File: src/rtl/mem_read_arbiter_if.sv
// Read-path bundle between the two cache refill engines, the arbiter and the
// memory read channel. The arbiter attaches through the slave modport; the
// environment (caches and memory model) attaches through the master modport.
interface mem_read_arbiter_if #(
  parameter int unsigned ADDR_WIDTH = 32,
  parameter int unsigned DATA_WIDTH = 32
) ();

  // I-cache side
  logic                  i_arvalid;
  logic [ADDR_WIDTH-1:0] i_araddr;
  logic [7:0]            i_arlen;
  logic                  i_arready;
  logic                  i_rvalid;
  logic [DATA_WIDTH-1:0] i_rdata;

  // D-cache side
  logic                  d_arvalid;
  logic [ADDR_WIDTH-1:0] d_araddr;
  logic [7:0]            d_arlen;
  logic                  d_arready;
  logic                  d_rvalid;
  logic [DATA_WIDTH-1:0] d_rdata;

  // Memory read channel
  logic                  m_arvalid;
  logic [ADDR_WIDTH-1:0] m_araddr;
  logic [7:0]            m_arlen;
  logic [3:0]            m_arid;
  logic                  m_arready;
  logic                  m_rvalid;
  logic [DATA_WIDTH-1:0] m_rdata;
  logic [3:0]            m_rid;
  logic                  m_rready;

  // Sticky protocol error
  logic                  err;

  modport slave (
    input  i_arvalid, i_araddr, i_arlen,
    output i_arready, i_rvalid, i_rdata,
    input  d_arvalid, d_araddr, d_arlen,
    output d_arready, d_rvalid, d_rdata,
    output m_arvalid, m_araddr, m_arlen, m_arid,
    input  m_arready, m_rvalid, m_rdata, m_rid,
    output m_rready,
    output err
  );

  modport master (
    output i_arvalid, i_araddr, i_arlen,
    input  i_arready, i_rvalid, i_rdata,
    output d_arvalid, d_araddr, d_arlen,
    input  d_arready, d_rvalid, d_rdata,
    input  m_arvalid, m_araddr, m_arlen, m_arid,
    output m_arready, m_rvalid, m_rdata, m_rid,
    input  m_rready,
    input  err
  );

endinterface

File: src/rtl/mem_read_arbiter.sv
// Two-requester read arbiter for the shared memory AXI read port.
// One refill burst is in flight at a time. The burst length is counted
// rather than taken from RLAST. Beats carrying an unexpected ID, or beats
// arriving while no burst is outstanding, are dropped and flagged.
module mem_read_arbiter #(
  parameter int unsigned ADDR_WIDTH = 32,
  parameter int unsigned DATA_WIDTH = 32,
  parameter logic [3:0]  ID_I       = 4'd0,
  parameter logic [3:0]  ID_D       = 4'd1,
  parameter bit          D_PRIORITY = 1'b0
) (
  input logic               clk,
  input logic               rst_n,
  mem_read_arbiter_if.slave bus
);

  localparam int unsigned LEN_WIDTH = 8;
  localparam int unsigned ID_WIDTH  = 4;

  typedef enum logic [1:0] {
    IDLE = 2'd0,
    ADDR = 2'd1,
    DATA = 2'd2
  } state_t;

  typedef enum logic {
    REQ_I = 1'b0,
    REQ_D = 1'b1
  } req_t;

  state_t                state_q;
  state_t                state_d;
  req_t                  grant_q;
  req_t                  last_grant_q;
  req_t                  winner_c;

  logic [ADDR_WIDTH-1:0] addr_q;
  logic [LEN_WIDTH-1:0]  len_q;
  logic [ID_WIDTH-1:0]   id_q;
  logic [LEN_WIDTH-1:0]  beat_cnt_q;
  logic                  err_q;

  logic [LEN_WIDTH-1:0]  eff_len_c;
  logic                  accept_c;
  logic                  addr_hs_c;
  logic                  beat_hit_c;
  logic                  final_beat_c;
  logic                  stray_c;
  logic                  fwd_i_c;
  logic                  fwd_d_c;

  // A zero length field still moves one beat.
  assign eff_len_c = (len_q == LEN_WIDTH'(0)) ? LEN_WIDTH'(1) : len_q;

  // Winner selection among the pending requests; only consumed in IDLE.
  always_comb begin
    winner_c = REQ_I;
    if (bus.i_arvalid && bus.d_arvalid) begin
      if (D_PRIORITY) begin
        winner_c = REQ_D;
      end else begin
        winner_c = (last_grant_q == REQ_I) ? REQ_D : REQ_I;
      end
    end else if (bus.d_arvalid) begin
      winner_c = REQ_D;
    end
  end

  // Burst sequencing: next state and per-cycle event strobes.
  always_comb begin
    state_d      = state_q;
    accept_c     = 1'b0;
    addr_hs_c    = 1'b0;
    beat_hit_c   = 1'b0;
    final_beat_c = 1'b0;
    stray_c      = 1'b0;
    case (state_q)
      IDLE: begin
        stray_c = bus.m_rvalid;
        if (bus.i_arvalid || bus.d_arvalid) begin
          accept_c = 1'b1;
          state_d  = ADDR;
        end
      end
      ADDR: begin
        stray_c = bus.m_rvalid;
        if (bus.m_arready) begin
          addr_hs_c = 1'b1;
          state_d   = DATA;
        end
      end
      DATA: begin
        if (bus.m_rvalid) begin
          if (bus.m_rid == id_q) begin
            beat_hit_c = 1'b1;
            if (beat_cnt_q == (eff_len_c - LEN_WIDTH'(1))) begin
              final_beat_c = 1'b1;
              state_d      = IDLE;
            end
          end else begin
            stray_c = 1'b1;
          end
        end
      end
      default: begin
        state_d = IDLE;
      end
    endcase
  end

  // State register.
  always_ff @(posedge clk) begin
    if (!rst_n) begin
      state_q <= IDLE;
    end else begin
      state_q <= state_d;
    end
  end

  // Capture the winning request; it is replayed on the memory address channel.
  always_ff @(posedge clk) begin
    if (!rst_n) begin
      addr_q       <= '0;
      len_q        <= '0;
      id_q         <= '0;
      grant_q      <= REQ_I;
      last_grant_q <= REQ_I;
    end else if (accept_c) begin
      grant_q      <= winner_c;
      last_grant_q <= winner_c;
      if (winner_c == REQ_D) begin
        addr_q <= bus.d_araddr;
        len_q  <= bus.d_arlen;
        id_q   <= ID_D;
      end else begin
        addr_q <= bus.i_araddr;
        len_q  <= bus.i_arlen;
        id_q   <= ID_I;
      end
    end
  end

  // Count accepted beats of the current burst; restart at the address handshake.
  always_ff @(posedge clk) begin
    if (!rst_n) begin
      beat_cnt_q <= '0;
    end else if (addr_hs_c) begin
      beat_cnt_q <= '0;
    end else if (beat_hit_c && !final_beat_c) begin
      beat_cnt_q <= beat_cnt_q + LEN_WIDTH'(1);
    end else if (final_beat_c) begin
      beat_cnt_q <= eff_len_c;
    end
  end

  // Sticky error on any dropped beat; only reset clears it.
  always_ff @(posedge clk) begin
    if (!rst_n) begin
      err_q <= 1'b0;
    end else if (stray_c) begin
      err_q <= 1'b1;
    end
  end

  // Beat steering: only the granted cache sees matching beats.
  always_comb begin
    fwd_i_c = 1'b0;
    fwd_d_c = 1'b0;
    if (rst_n && beat_hit_c) begin
      fwd_i_c = (grant_q == REQ_I);
      fwd_d_c = (grant_q == REQ_D);
    end
  end

  // Requester-side outputs; reset holds them quiet.
  always_comb begin
    bus.i_arready = rst_n && accept_c && (winner_c == REQ_I);
    bus.d_arready = rst_n && accept_c && (winner_c == REQ_D);
    bus.i_rvalid  = fwd_i_c;
    bus.d_rvalid  = fwd_d_c;
    bus.i_rdata   = fwd_i_c ? bus.m_rdata : '0;
    bus.d_rdata   = fwd_d_c ? bus.m_rdata : '0;
  end

  // Memory-side outputs, driven from the captured request.
  always_comb begin
    bus.m_arvalid = rst_n && (state_q == ADDR);
    bus.m_araddr  = addr_q;
    bus.m_arlen   = len_q;
    bus.m_arid    = id_q;
    bus.m_rready  = 1'b1;
    bus.err       = err_q;
  end

endmodule
File: src/flat_wrapper.sv
// flat-port wrapper written by rule: the top's interface ports become plain ports
module mem_read_arbiter_flat 
#(
  parameter int unsigned ADDR_WIDTH = 32,
  parameter int unsigned DATA_WIDTH = 32,
  parameter logic [3:0]  ID_I       = 4'd0,
  parameter logic [3:0]  ID_D       = 4'd1,
  parameter bit          D_PRIORITY = 1'b0
)
  (clk, rst_n, bus_i_arvalid, bus_i_araddr, bus_i_arlen, bus_i_arready, bus_i_rvalid, bus_i_rdata, bus_d_arvalid, bus_d_araddr, bus_d_arlen, bus_d_arready, bus_d_rvalid, bus_d_rdata, bus_m_arvalid, bus_m_araddr, bus_m_arlen, bus_m_arid, bus_m_arready, bus_m_rvalid, bus_m_rdata, bus_m_rid, bus_m_rready, bus_err);
  mem_read_arbiter_if #(.ADDR_WIDTH(ADDR_WIDTH), .DATA_WIDTH(DATA_WIDTH)) bus_i ();
  input logic clk;
  input logic rst_n;
  input wire logic [$bits(bus_i.i_arvalid)-1:0] bus_i_arvalid;
  input wire logic [$bits(bus_i.i_araddr)-1:0] bus_i_araddr;
  input wire logic [$bits(bus_i.i_arlen)-1:0] bus_i_arlen;
  output wire logic [$bits(bus_i.i_arready)-1:0] bus_i_arready;
  output wire logic [$bits(bus_i.i_rvalid)-1:0] bus_i_rvalid;
  output wire logic [$bits(bus_i.i_rdata)-1:0] bus_i_rdata;
  input wire logic [$bits(bus_i.d_arvalid)-1:0] bus_d_arvalid;
  input wire logic [$bits(bus_i.d_araddr)-1:0] bus_d_araddr;
  input wire logic [$bits(bus_i.d_arlen)-1:0] bus_d_arlen;
  output wire logic [$bits(bus_i.d_arready)-1:0] bus_d_arready;
  output wire logic [$bits(bus_i.d_rvalid)-1:0] bus_d_rvalid;
  output wire logic [$bits(bus_i.d_rdata)-1:0] bus_d_rdata;
  output wire logic [$bits(bus_i.m_arvalid)-1:0] bus_m_arvalid;
  output wire logic [$bits(bus_i.m_araddr)-1:0] bus_m_araddr;
  output wire logic [$bits(bus_i.m_arlen)-1:0] bus_m_arlen;
  output wire logic [$bits(bus_i.m_arid)-1:0] bus_m_arid;
  input wire logic [$bits(bus_i.m_arready)-1:0] bus_m_arready;
  input wire logic [$bits(bus_i.m_rvalid)-1:0] bus_m_rvalid;
  input wire logic [$bits(bus_i.m_rdata)-1:0] bus_m_rdata;
  input wire logic [$bits(bus_i.m_rid)-1:0] bus_m_rid;
  output wire logic [$bits(bus_i.m_rready)-1:0] bus_m_rready;
  output wire logic [$bits(bus_i.err)-1:0] bus_err;
  assign bus_i.i_arvalid = bus_i_arvalid;
  assign bus_i.i_araddr = bus_i_araddr;
  assign bus_i.i_arlen = bus_i_arlen;
  assign bus_i_arready = bus_i.i_arready;
  assign bus_i_rvalid = bus_i.i_rvalid;
  assign bus_i_rdata = bus_i.i_rdata;
  assign bus_i.d_arvalid = bus_d_arvalid;
  assign bus_i.d_araddr = bus_d_araddr;
  assign bus_i.d_arlen = bus_d_arlen;
  assign bus_d_arready = bus_i.d_arready;
  assign bus_d_rvalid = bus_i.d_rvalid;
  assign bus_d_rdata = bus_i.d_rdata;
  assign bus_m_arvalid = bus_i.m_arvalid;
  assign bus_m_araddr = bus_i.m_araddr;
  assign bus_m_arlen = bus_i.m_arlen;
  assign bus_m_arid = bus_i.m_arid;
  assign bus_i.m_arready = bus_m_arready;
  assign bus_i.m_rvalid = bus_m_rvalid;
  assign bus_i.m_rdata = bus_m_rdata;
  assign bus_i.m_rid = bus_m_rid;
  assign bus_m_rready = bus_i.m_rready;
  assign bus_err = bus_i.err;
  mem_read_arbiter #(.ADDR_WIDTH(ADDR_WIDTH), .DATA_WIDTH(DATA_WIDTH), .ID_I(ID_I), .ID_D(ID_D), .D_PRIORITY(D_PRIORITY)) u_core (.clk(clk), .rst_n(rst_n), .bus(bus_i));
endmodule
File: config.mk
export PLATFORM = sky130hd
export DESIGN_NAME = mem_read_arbiter_flat
export DESIGN_NICKNAME = d
export VERILOG_FILES = /design/src/rtl/mem_read_arbiter_if.sv /design/src/rtl/mem_read_arbiter.sv /design/src/flat_wrapper.sv
export SDC_FILE = /design/constraint.sdc
export NUM_CORES = 1
export LEC_CHECK = 0
export CELL_PAD_IN_SITES_DETAIL_PLACEMENT = 1
export CELL_PAD_IN_SITES_GLOBAL_PLACEMENT = 1
export CORE_MARGIN = 3
export CORE_UTILIZATION = 26
export DETAILED_ROUTE_END_ITERATION = 10
export PLACE_DENSITY = 0.85
export SLEW_MARGIN = 20
export SYNTH_ARGS = -nofsm -noshare
export SYNTH_HDL_FRONTEND = slang
export SYNTH_SLANG_ARGS = --single-unit
File: constraint.sdc
create_clock -name clk -period 5 [get_ports clk]
set_input_delay 1 -clock clk [delete_from_list [all_inputs] [get_ports clk]]
set_output_delay 1 -clock clk [all_outputs]
set_load 0.1 [all_outputs]
==> results.sh <==
export IMPL_outcome="finished clean"
export IMPL_drv_slew=0
export IMPL_drt_iter0_drc=113
export IMPL_cts_resized=0
export IMPL_async_flop_share_pct=0
export IMPL_pre_cts_slack_ns=0.658
export IMPL_peakVddDrop_v=0.000169
export IMPL_power_mw=1.58
export IMPL_layout_drive_gt1_share_pct=15.1
export IMPL_cts_tree="done"
export IMPL_critical_path_max_stage_delay_ns=0.51
export IMPL_synth_simple_area_share_pct=28.5
export IMPL_grt_start_max_net_pins=81
export IMPL_synth_xor_area_share_pct=2.92
export IMPL_fin_tns_setup_ns=0
export IMPL_ant_nets=0
export IMPL_end_kind="output pin"
export IMPL_avgRoutedWirePerCell_um=17.7
export IMPL_synth_compound_area_share_pct=18.6
export IMPL_power_leakage_nw=2.90
export IMPL_powerDensity_mw_per_mm2=242
export IMPL_required_ns=4.00
export IMPL_cts_setup_buffers=0
export IMPL_final_hold_viol_count=0
export IMPL_gp_congestion=0.831
export IMPL_grt_pass1_wl_mm=21.5
export IMPL_yosys_warnings=0
export IMPL_nNetsFinal=726
export IMPL_dr_total_vias=3693
export IMPL_synth_edff_count=0
export IMPL_synthFlopType="dfxtp_1"
export IMPL_rows=40
export IMPL_cts_htree_levels=2
export IMPL_synthToLayoutAreaGrowth_pct=98.3
export IMPL_n_antenna_cell=0
export IMPL_grtUsageTotal_pct=18.7
export IMPL_synthCells=391
export IMPL_antenna_found_initial=0
export IMPL_ys_types=43
export IMPL_synth_mux_area_share_pct=12.4
export IMPL_critical_path_top_delay_family="simple AND/OR/NAND/NOR gates"
export IMPL_synth_top_family_by_area="simple AND/OR/NAND/NOR gates"
export IMPL_maxCapViolCount=0
export IMPL_synth_adder_area_share_pct=0.759
export IMPL_setup_worst_path_class="in2out"
export IMPL_synth_area_mm2=0.00330
export IMPL_period_minus_slack_ns=4.35
export IMPL_path_cells="clkdlybuf4s50_1, xor2_1, nor4_2, and3_1, and3_1, buf_4, and2_1, buf_12"
export IMPL_rsz0062_at_grt="no"
export IMPL_yosysSeqAreaShare_pct=31.6
export IMPL_final_cell_mix="clkdlybuf4s50_1 (162), and2_1 (67), buf_12 (66)"
export IMPL_crit_path_start_kind="input port"
export IMPL_cts_clk_slew_worst_paths_ns=0.07
export IMPL_setup_viol=0
export IMPL_coreArea_mm2=0.0122
export IMPL_dp_hpwl_mm=11.1
export IMPL_first_pass_iters=4
export IMPL_setup_slack_ns=0.649
export IMPL_ctsHoldBuffers=0
export IMPL_slew_headroom_pct=32.2
export IMPL_timing_critical_path_buf_inv=3
export IMPL_clock_latency_ns=0.29
export IMPL_numCtsBuffers=5
export IMPL_critPathMaxFanout=33
export IMPL_fmax_ghz=0.230
export IMPL_final_common_cell="clkdlybuf4s50_1"
export IMPL_ys_seq_elements=52
export IMPL_route_detailed_drc=0
export IMPL_io_pins=237
export IMPL_die_h_um=119
export IMPL_cts_root_buffer="clkbuf_16"
export IMPL_grt_pass1_vias=3919
export IMPL_start_util_pct=27.0
export IMPL_portBuffers=232
export IMPL_grt_ovfl_total=0
export IMPL_crit_arrival_ns=3.35
export IMPL_finClkSkew_ns=0.0103
export IMPL_cts_sinks=52
export IMPL_vias_per_cell=4.79
export IMPL_fill_cells=1361
export IMPL_die_area_mm2=0.0141
export IMPL_fp_dieW_um=119
export IMPL_timing_final_crit_share_pct=87.0
export IMPL_slowest_stage="and3_1"
export IMPL_worst_pin_slew_ns=1.01
export IMPL_cts_buffer_depth=2
export IMPL_wirelength_mm=13.6
export IMPL_hold_path_class="reg2reg"
export IMPL_syn_avg_cell_area_um2=8.43
export IMPL_cpMostUsedCell="and3_1"
registers in the layout, indices dropped and copies added, names as in the netlist:
signal	cells
u_core.bus.m_arlen	8
u_core.bus.m_araddr	32
u_core.state_q	2
u_core.bus.m_arid	1
u_core.beat_cnt_q	8
u_core.bus.err	1
cell type report:
type                            count  area, µm²  share of cell area, %
Sequential cell                    52       1040                   15.9
Clock buffer                        5        125                   1.91
Clock inverter                      3       25.0                  0.383
Tap cell                          168        210                   3.22
Inverter                            2       7.51                  0.115
Multi-Input combinational cell    304       2120                   32.4
Timing Repair Buffer              237       3010                   46.0
stage by stage:
step / cells / utilization, % / area [µm²] / hold WS [ns]
global placement: 763 / 52.2 / 6380 / 0.478
finish: 771 / 53.5 / 6540 / 0.501
CTS: 771 / 53.5 / 6530 / 0.508
detailed placement: 763 / 52.2 / 6380 / 0.489
floorplan: 393 / - / 3300 / 0.481
global route: 771 / 53.5 / 6540 / 0.523
path summary, 6_finish.rpt:
path / start / endpoint / slack (ns) / cells after the start
max: bus_m_rid[0] / bus_d_rdata[8] / 0.65 / 8
min: u_core.bus.m_araddr[10]$_SDFFE_PN0P_ / u_core.bus.m_araddr[10]$_SDFFE_PN0P_ / 0.50 / 1
max reg2reg: u_core.bus.m_arlen[2]$_SDFFE_PN0P_ / u_core.beat_cnt_q[5]$_SDFFE_PP0P_ / 2.01 / 9
min reg2reg: u_core.bus.m_araddr[10]$_SDFFE_PN0P_ / u_core.bus.m_araddr[10]$_SDFFE_PN0P_ / 0.50 / 1
synthesized netlist by cell type (all sizes together), types with 2 or more instances:
cell | count | share of area (%)
nor2 | 10 | 1.1
a31oi | 8 | 1.5
xnor2 | 8 | 2.1
clkbuf | 22 | 2.5
o21a | 2 | 0.46
and2 | 67 | 13
a21oi | 3 | 0.46
buf | 13 | 2.3
ha | 2 | 0.76
or3 | 6 | 1.1
o31a | 2 | 0.53
dfxtp | 52 | 32
inv | 2 | 0.23
o211a | 40 | 12
nor3b | 2 | 0.46
o21ai | 5 | 0.76
o22ai | 4 | 0.76
nand2 | 60 | 6.8
nor4 | 3 | 1.2
nor3 | 7 | 1.1
xor2 | 3 | 0.80
conb | 2 | 0.23
mux2i | 41 | 12
and3 | 4 | 0.80
nor2b | 5 | 0.95
nand3 | 6 | 0.91
kinds of logic (layout without fill, tap and decap cells):
family,after synthesis,in the layout
other cells,2,4
fa+ha+maj,2,2
buf+inv,37,247
compound gates,71,71
flops,52,52
xor+xnor,11,11
mux,41,41
simple gates,175,175
per-layer routing:
metal  part of all wire (%)  vias to the layer above  track usage (%)  routed length [µm]
li1                       -                     1776                -                   -
met1                     38                     1755             19.9                5170
met3                    8.0                        7             5.79                1090
met4                   0.50                        0             2.61                  68
met2                     54                      155             36.4                7310
met5                      0                        -                0                   0
where the power goes:
part | switching, mW | leakage (nW) | internal, mW | total (mW)
Combinational | 0.487 | 2.40 | 0.239 | 0.726
Sequential | 0.0404 | 0.430 | 0.457 | 0.498
Clock | 0.171 | 0.0708 | 0.190 | 0.360
No activity file was read; power rests on OpenSTA's default activity.
